[config.mk]
export PLATFORM = sky130hd
export DESIGN_NAME = eq_menu_ctrl
export DESIGN_NICKNAME = d
export VERILOG_FILES = /design/src/rtl/eq_menu_ctrl.sv
export SDC_FILE = /design/constraint.sdc
export NUM_CORES = 1
export LEC_CHECK = 0
export BUFFER_PORTS_ARGS = -buffer_cell sky130_fd_sc_hd__buf_2
export CORE_ASPECT_RATIO = 0.7
export CORE_MARGIN = 5
export CORE_UTILIZATION = 56
export DETAILED_ROUTE_END_ITERATION = 16
export PLACE_DENSITY = 0.88
export SYNTH_ARGS = -nofsm -noshare
export SYNTH_HDL_FRONTEND = slang
export SYNTH_SLANG_ARGS = --single-unit
[constraint.sdc]
create_clock -name i_clk -period 3.32 [get_ports i_clk]
set_clock_uncertainty 0.05 [all_clocks]
set_input_delay 0.664 -clock i_clk [delete_from_list [all_inputs] [get_ports i_clk]]
set_output_delay 0.664 -clock i_clk [all_outputs]
set_load 0.05 [all_outputs]
[src/rtl/eq_menu_ctrl.sv]
// Front-panel menu controller for the eight-band graphic EQ: walks the menu on
// debounced key pulses and owns the per-band gain codes and the output offset.
module eq_menu_ctrl #(
    parameter logic [3:0] GAIN_FLAT = 4'd8,
    parameter logic [3:0] GAIN_MAX  = 4'd15
) (
    input  logic        i_clk,
    input  logic        i_rst,
    input  logic        i_select,
    input  logic        i_back,
    input  logic        i_up,
    input  logic        i_down,
    output logic [2:0]  o_menu_state,
    output logic [1:0]  o_cursor,
    output logic [2:0]  o_band,
    output logic [31:0] o_gain,
    output logic [2:0]  o_offset,
    output logic        o_commit
);

    typedef enum logic [2:0] {
        ST_ROOT          = 3'd0,
        ST_BAND_SEL      = 3'd1,
        ST_GAIN_EDIT     = 3'd2,
        ST_OFFSET_EDIT   = 3'd3,
        ST_CLEAR_CONFIRM = 3'd4
    } state_t;

    state_t      r_state;
    logic [1:0]  r_cursor;
    logic [2:0]  r_band;
    logic [31:0] r_gain;
    logic [2:0]  r_offset;
    logic        r_commit;
    logic [3:0]  r_save;

    logic        w_back;
    logic        w_sel;
    logic        w_up;
    logic        w_down;
    logic [4:0]  w_idx;
    logic [3:0]  w_nib;

    function automatic logic [31:0] flat_gains(input logic [3:0] g);
        return {8{g}};
    endfunction

    // Key arbitration: back > select > up > down, losers are dropped.
    always_comb begin
        w_back = i_back;
        w_sel  = i_select & ~i_back;
        w_up   = i_up & ~i_back & ~i_select;
        w_down = i_down & ~i_back & ~i_select & ~i_up;
    end

    assign w_idx = {r_band, 2'b00};
    assign w_nib = r_gain[w_idx +: 4];

    // Menu state machine together with the gain/offset storage it edits.
    always_ff @(posedge i_clk) begin
        if (!i_rst) begin
            r_state  <= ST_ROOT;
            r_cursor <= 2'd0;
            r_band   <= 3'd0;
            r_gain   <= flat_gains(GAIN_FLAT);
            r_offset <= 3'd0;
            r_commit <= 1'b0;
            r_save   <= 4'd0;
        end else begin
            r_commit <= 1'b0;
            case (r_state)
                ST_ROOT: begin
                    if (w_sel) begin
                        case (r_cursor)
                            2'd0:    r_state <= ST_BAND_SEL;
                            2'd1:    r_state <= ST_OFFSET_EDIT;
                            2'd2:    r_state <= ST_CLEAR_CONFIRM;
                            default: r_cursor <= 2'd0;
                        endcase
                    end else if (w_up) begin
                        r_cursor <= (r_cursor >= 2'd2) ? 2'd0 : r_cursor + 2'd1;
                    end else if (w_down) begin
                        r_cursor <= (r_cursor == 2'd0) ? 2'd2 : r_cursor - 2'd1;
                    end
                end
                ST_BAND_SEL: begin
                    if (w_back) begin
                        r_state <= ST_ROOT;
                    end else if (w_sel) begin
                        r_save  <= w_nib;
                        r_state <= ST_GAIN_EDIT;
                    end else if (w_up) begin
                        r_band <= r_band + 3'd1;
                    end else if (w_down) begin
                        r_band <= r_band - 3'd1;
                    end
                end
                ST_GAIN_EDIT: begin
                    // Gain edits are live; back rolls the nibble back to its entry value.
                    if (w_back) begin
                        r_gain[w_idx +: 4] <= r_save;
                        r_state            <= ST_BAND_SEL;
                    end else if (w_sel) begin
                        r_commit <= 1'b1;
                        r_state  <= ST_BAND_SEL;
                    end else if (w_up) begin
                        if (w_nib < GAIN_MAX) r_gain[w_idx +: 4] <= w_nib + 4'd1;
                    end else if (w_down) begin
                        if (w_nib != 4'd0) r_gain[w_idx +: 4] <= w_nib - 4'd1;
                    end
                end
                ST_OFFSET_EDIT: begin
                    if (w_back || w_sel) begin
                        r_state <= ST_ROOT;
                    end else if (w_up) begin
                        if (r_offset != 3'd7) begin
                            r_offset <= r_offset + 3'd1;
                            r_commit <= 1'b1;
                        end
                    end else if (w_down) begin
                        if (r_offset != 3'd0) begin
                            r_offset <= r_offset - 3'd1;
                            r_commit <= 1'b1;
                        end
                    end
                end
                ST_CLEAR_CONFIRM: begin
                    if (w_back) begin
                        r_state <= ST_ROOT;
                    end else if (w_sel) begin
                        r_gain   <= flat_gains(GAIN_FLAT);
                        r_commit <= 1'b1;
                        r_state  <= ST_ROOT;
                    end
                end
                default: r_state <= ST_ROOT;
            endcase
        end
    end

    assign o_menu_state = r_state;
    assign o_cursor     = r_cursor;
    assign o_band       = r_band;
    assign o_gain       = r_gain;
    assign o_offset     = r_offset;
    assign o_commit     = r_commit;

endmodule

==> flow_summary.json <==
{
  "crit_fanout": 18,
  "fin_crit_ns": 3.03,
  "synth_warnings": 0,
  "drv_slew": 0,
  "antenna_left": 0,
  "core.rowCount": 21,
  "peakVddDrop_mv": 0.179,
  "netlist_area_mm2": 0.00290,
  "netlist.area_leader.share_pct": 33.1,
  "syn_inst": 336,
  "grt_pass1_wl_um": 12900,
  "insertedDiodeCount": 0,
  "pin_count": 50,
  "dp_cells": 451,
  "antenna_found_initial": 0,
  "hold_class": "flop to flop",
  "yosysTopAreaCell": "dfxtp_1",
  "h-tree-depth": 2,
  "cts_buffers": 5,
  "muxShareOfSynthArea_pct": 10.2,
  "p_int_mw": 0.789,
  "p_leak_nw": 1.31,
  "place_congestion": 0.992,
  "synth_top_family_by_area": "compound AO/OA/AOI/OAI gates",
  "die_w_um": 96.0,
  "synth-simple-area-share_pct": 17.2,
  "cts.sink_count": 48,
  "ys_ff_latch": 48,
  "post-route-period-util_pct": 91.4,
  "setup_violations": 0,
  "synth_cell_types": 59,
  "post-route-util_pct": 68.0,
  "drt_iter0_drc": 352,
  "die_area_mm2": 0.00674,
  "core_mm2": 0.00489,
  "crit_type": "flop to flop",
  "cts.path.max_buffers": 2,
  "grt_overflow_total": 0,
  "synthXorXnorAreaFrac_pct": 2.72,
  "finalHoldViolations": 0,
  "post-route-cell-area_mm2": 0.00333,
  "wl_per_cell_um": 17.7,
  "dp_hpwl_um": 6120,
  "ys.flop_type": "dfxtp_1",
  "insertion_delay_ns": 0.30,
  "whs_ns": 0.406,
  "slew_headroom_pct": 61.7,
  "seqPwrFrac_pct": 54.1,
  "rsz0062_at_grt": "no",
  "netSwitchingPower_mw": 0.321,
  "worst-endpoint-arrival_ns": 3.18,
  "async_flop_share_pct": 0,
  "syn-num-nets": 355,
  "power_density_mw_per_mm2": 334,
  "drt-pass1-iter-count": 5,
  "die_h_um": 70.2,
  "slowest_stage": "dfxtp_1",
  "post_dp_cell_area_mm2": 0.00325,
  "slowest_delay_ns": 0.67,
  "via_per_inst": 6.14,
  "max_cap_violations": 0,
  "worst_pin_slew_ns": 0.573,
  "nNetsFinal": 408,
  "endpoint_kind": "flop",
  "startpoint_type": "flop",
  "switching_share_pct": 28.9,
  "status": "complete, no violations",
  "drc": 0,
  "port_buffers": 49,
  "syn_area_per_cell_um2": 8.64,
  "yosysSeqAreaShare_pct": 33.1,
  "areaGrowthSynthToFinish_pct": 14.6,
  "post_cts_buffers": 0,
  "power_frac_comb_pct": 16.3,
  "start_util_pct": 59.4,
  "num_vias": 2812,
  "fmax_ghz": 0.330,
  "clk_pin_slew_ns": 0.09,
  "wl_um": 8090,
  "cts.root.buffer_cell": "clkbuf_8",
  "synthAdderAreaFrac_pct": 6.12,
  "p_clk_share_pct": 29.7,
  "drive_gt1_share_pct": 23.1,
  "track_usage_pct": 24.5,
  "grt_pass1_vias": 2445,
  "synthTopCellsByArea": "dfxtp_1, ha_1, nor2_1, a21oi_1, o21ai_0",
  "synth_edf_count": 0,
  "worstPathCellList": "mux4_2, mux2i_2, inv_1, ha_1, nand2_1, or3_2, a21boi_1, buf_4, o21ai_0, o32a_1",
  "cts_tree": "done",
  "final.setup.tns_ns": 0,
  "instances_no_fill": 458,
  "grt_max_degree": 25,
  "cp.required_ns": 3.46,
  "synth_compound_area_share_pct": 23.2
}
power by group through the flow:
stage | combinational (mW) | sequential [mW] | clock (mW)
after floorplan | 0.114 | 0.625 | 0
after global placement | 0.171 | 0.613 | 0
after CTS | 0.175 | 0.600 | 0.333
after global routing | 0.194 | 0.603 | 0.353
after detailed placement | 0.174 | 0.613 | 0
final | 0.181 | 0.600 | 0.329
Yosys cell counts (7+ instances only):
cell / number
a21oi_1: 24
clkbuf_1: 8
dfxtp_1: 48
ha_1: 11
inv_1: 27
nand2_1: 24
nand3_1: 7
nor2_1: 36
nor3_1: 11
o21ai_0: 23
xnor2_1: 7
routing by layer:
| layer | wire length, um | track usage (%) | vias to the layer above |
|---|---|---|---|
| met1 | 3610 | 37.9 | 1276 |
| li1 | - | - | 1324 |
| met2 | 3380 | 33.8 | 201 |
| met5 | 0 | 0 | - |
| met4 | 74 | 4.73 | 0 |
| met3 | 1030 | 6.65 | 11 |
final timing paths:
| path | startpoint | to | slack (ns) | cells past startpoint |
|---|---|---|---|---|
| max | o_band[2] | o_gain[31] | 0.29 | 10 |
| min | o_gain[5] | o_gain[5] | 0.41 | 2 |
| max reg2reg | o_band[2] | o_gain[31] | 0.29 | 10 |
| min reg2reg | o_gain[5] | o_gain[5] | 0.41 | 2 |
per-stage QoR:
step / power (mW) / setup slack [ns]
after CTS: 1.11 / 0.191
after global routing: 1.15 / 0.0911
after global placement: 0.783 / 0.317
after detailed placement: 0.787 / 0.246
final: 1.11 / 0.285
after floorplan: 0.739 / 0.0695
critical path, delay by kind of cell, from the launching register on:
family	cells	cell delay, ns
buffers and inverters	2	0.37
DFF	1	0.67
muxes	2	0.41
adders and majority gates	1	0.18
and+or+nand+nor	2	0.57
AOI/OAI and AO/OA	3	0.67
layout by cell type (no fill, tap or decap), types with 3 or more instances in the layout:
cell type	instances
buf_2	49
o21a_1	3
clkbuf_8	5
nand2_1	24
nand3_1	7
a2111oi_0	3
o211ai_1	3
nor3_1	11
mux4_2	4
nor3b_1	5
o2bb2ai_1	4
buf_4	16
inv_1	27
o32ai_1	3
ha_1	11
o31ai_1	4
a21oi_1	24
dfxtp_1	46
and3_1	3
mux2i_1	5
nor2_1	36
a211oi_1	5
o32a_1	4
or3_1	4
mux4_1	4
xnor2_1	7
o21ai_0	23
sequential cells by signal, summed over array words and instances, names as in the netlist:
signal        cells
o_gain           32
o_offset          3
o_cursor          2
r_save            4
o_band            3
o_menu_state      3
o_commit          1
timing repair:
item / in CTS / in global routing
resized for setup: 0 / 2
hold buffers: 0 / 0
hold endpoints to repair: 0 / 0
setup endpoints to repair: 0 / 3
final cells by class:
cell class              instances  area [um^2]
multi-input cells             240         1720
well taps                      69         86.3
fillers                       394         1560
repair buffers                 65          365
clock inverters                 1         5.00
flip-flops and latches         48          963
clock buffers                   6         72.6
inverters                      29          109
logic make-up after synthesis:
kind of cell,Yosys count
compound gates,98
xor+xnor,9
fa+ha+maj,13
buf+inv,48
flops,48
mux,16
simple gates,104
(Power assumes the default switching activity.)
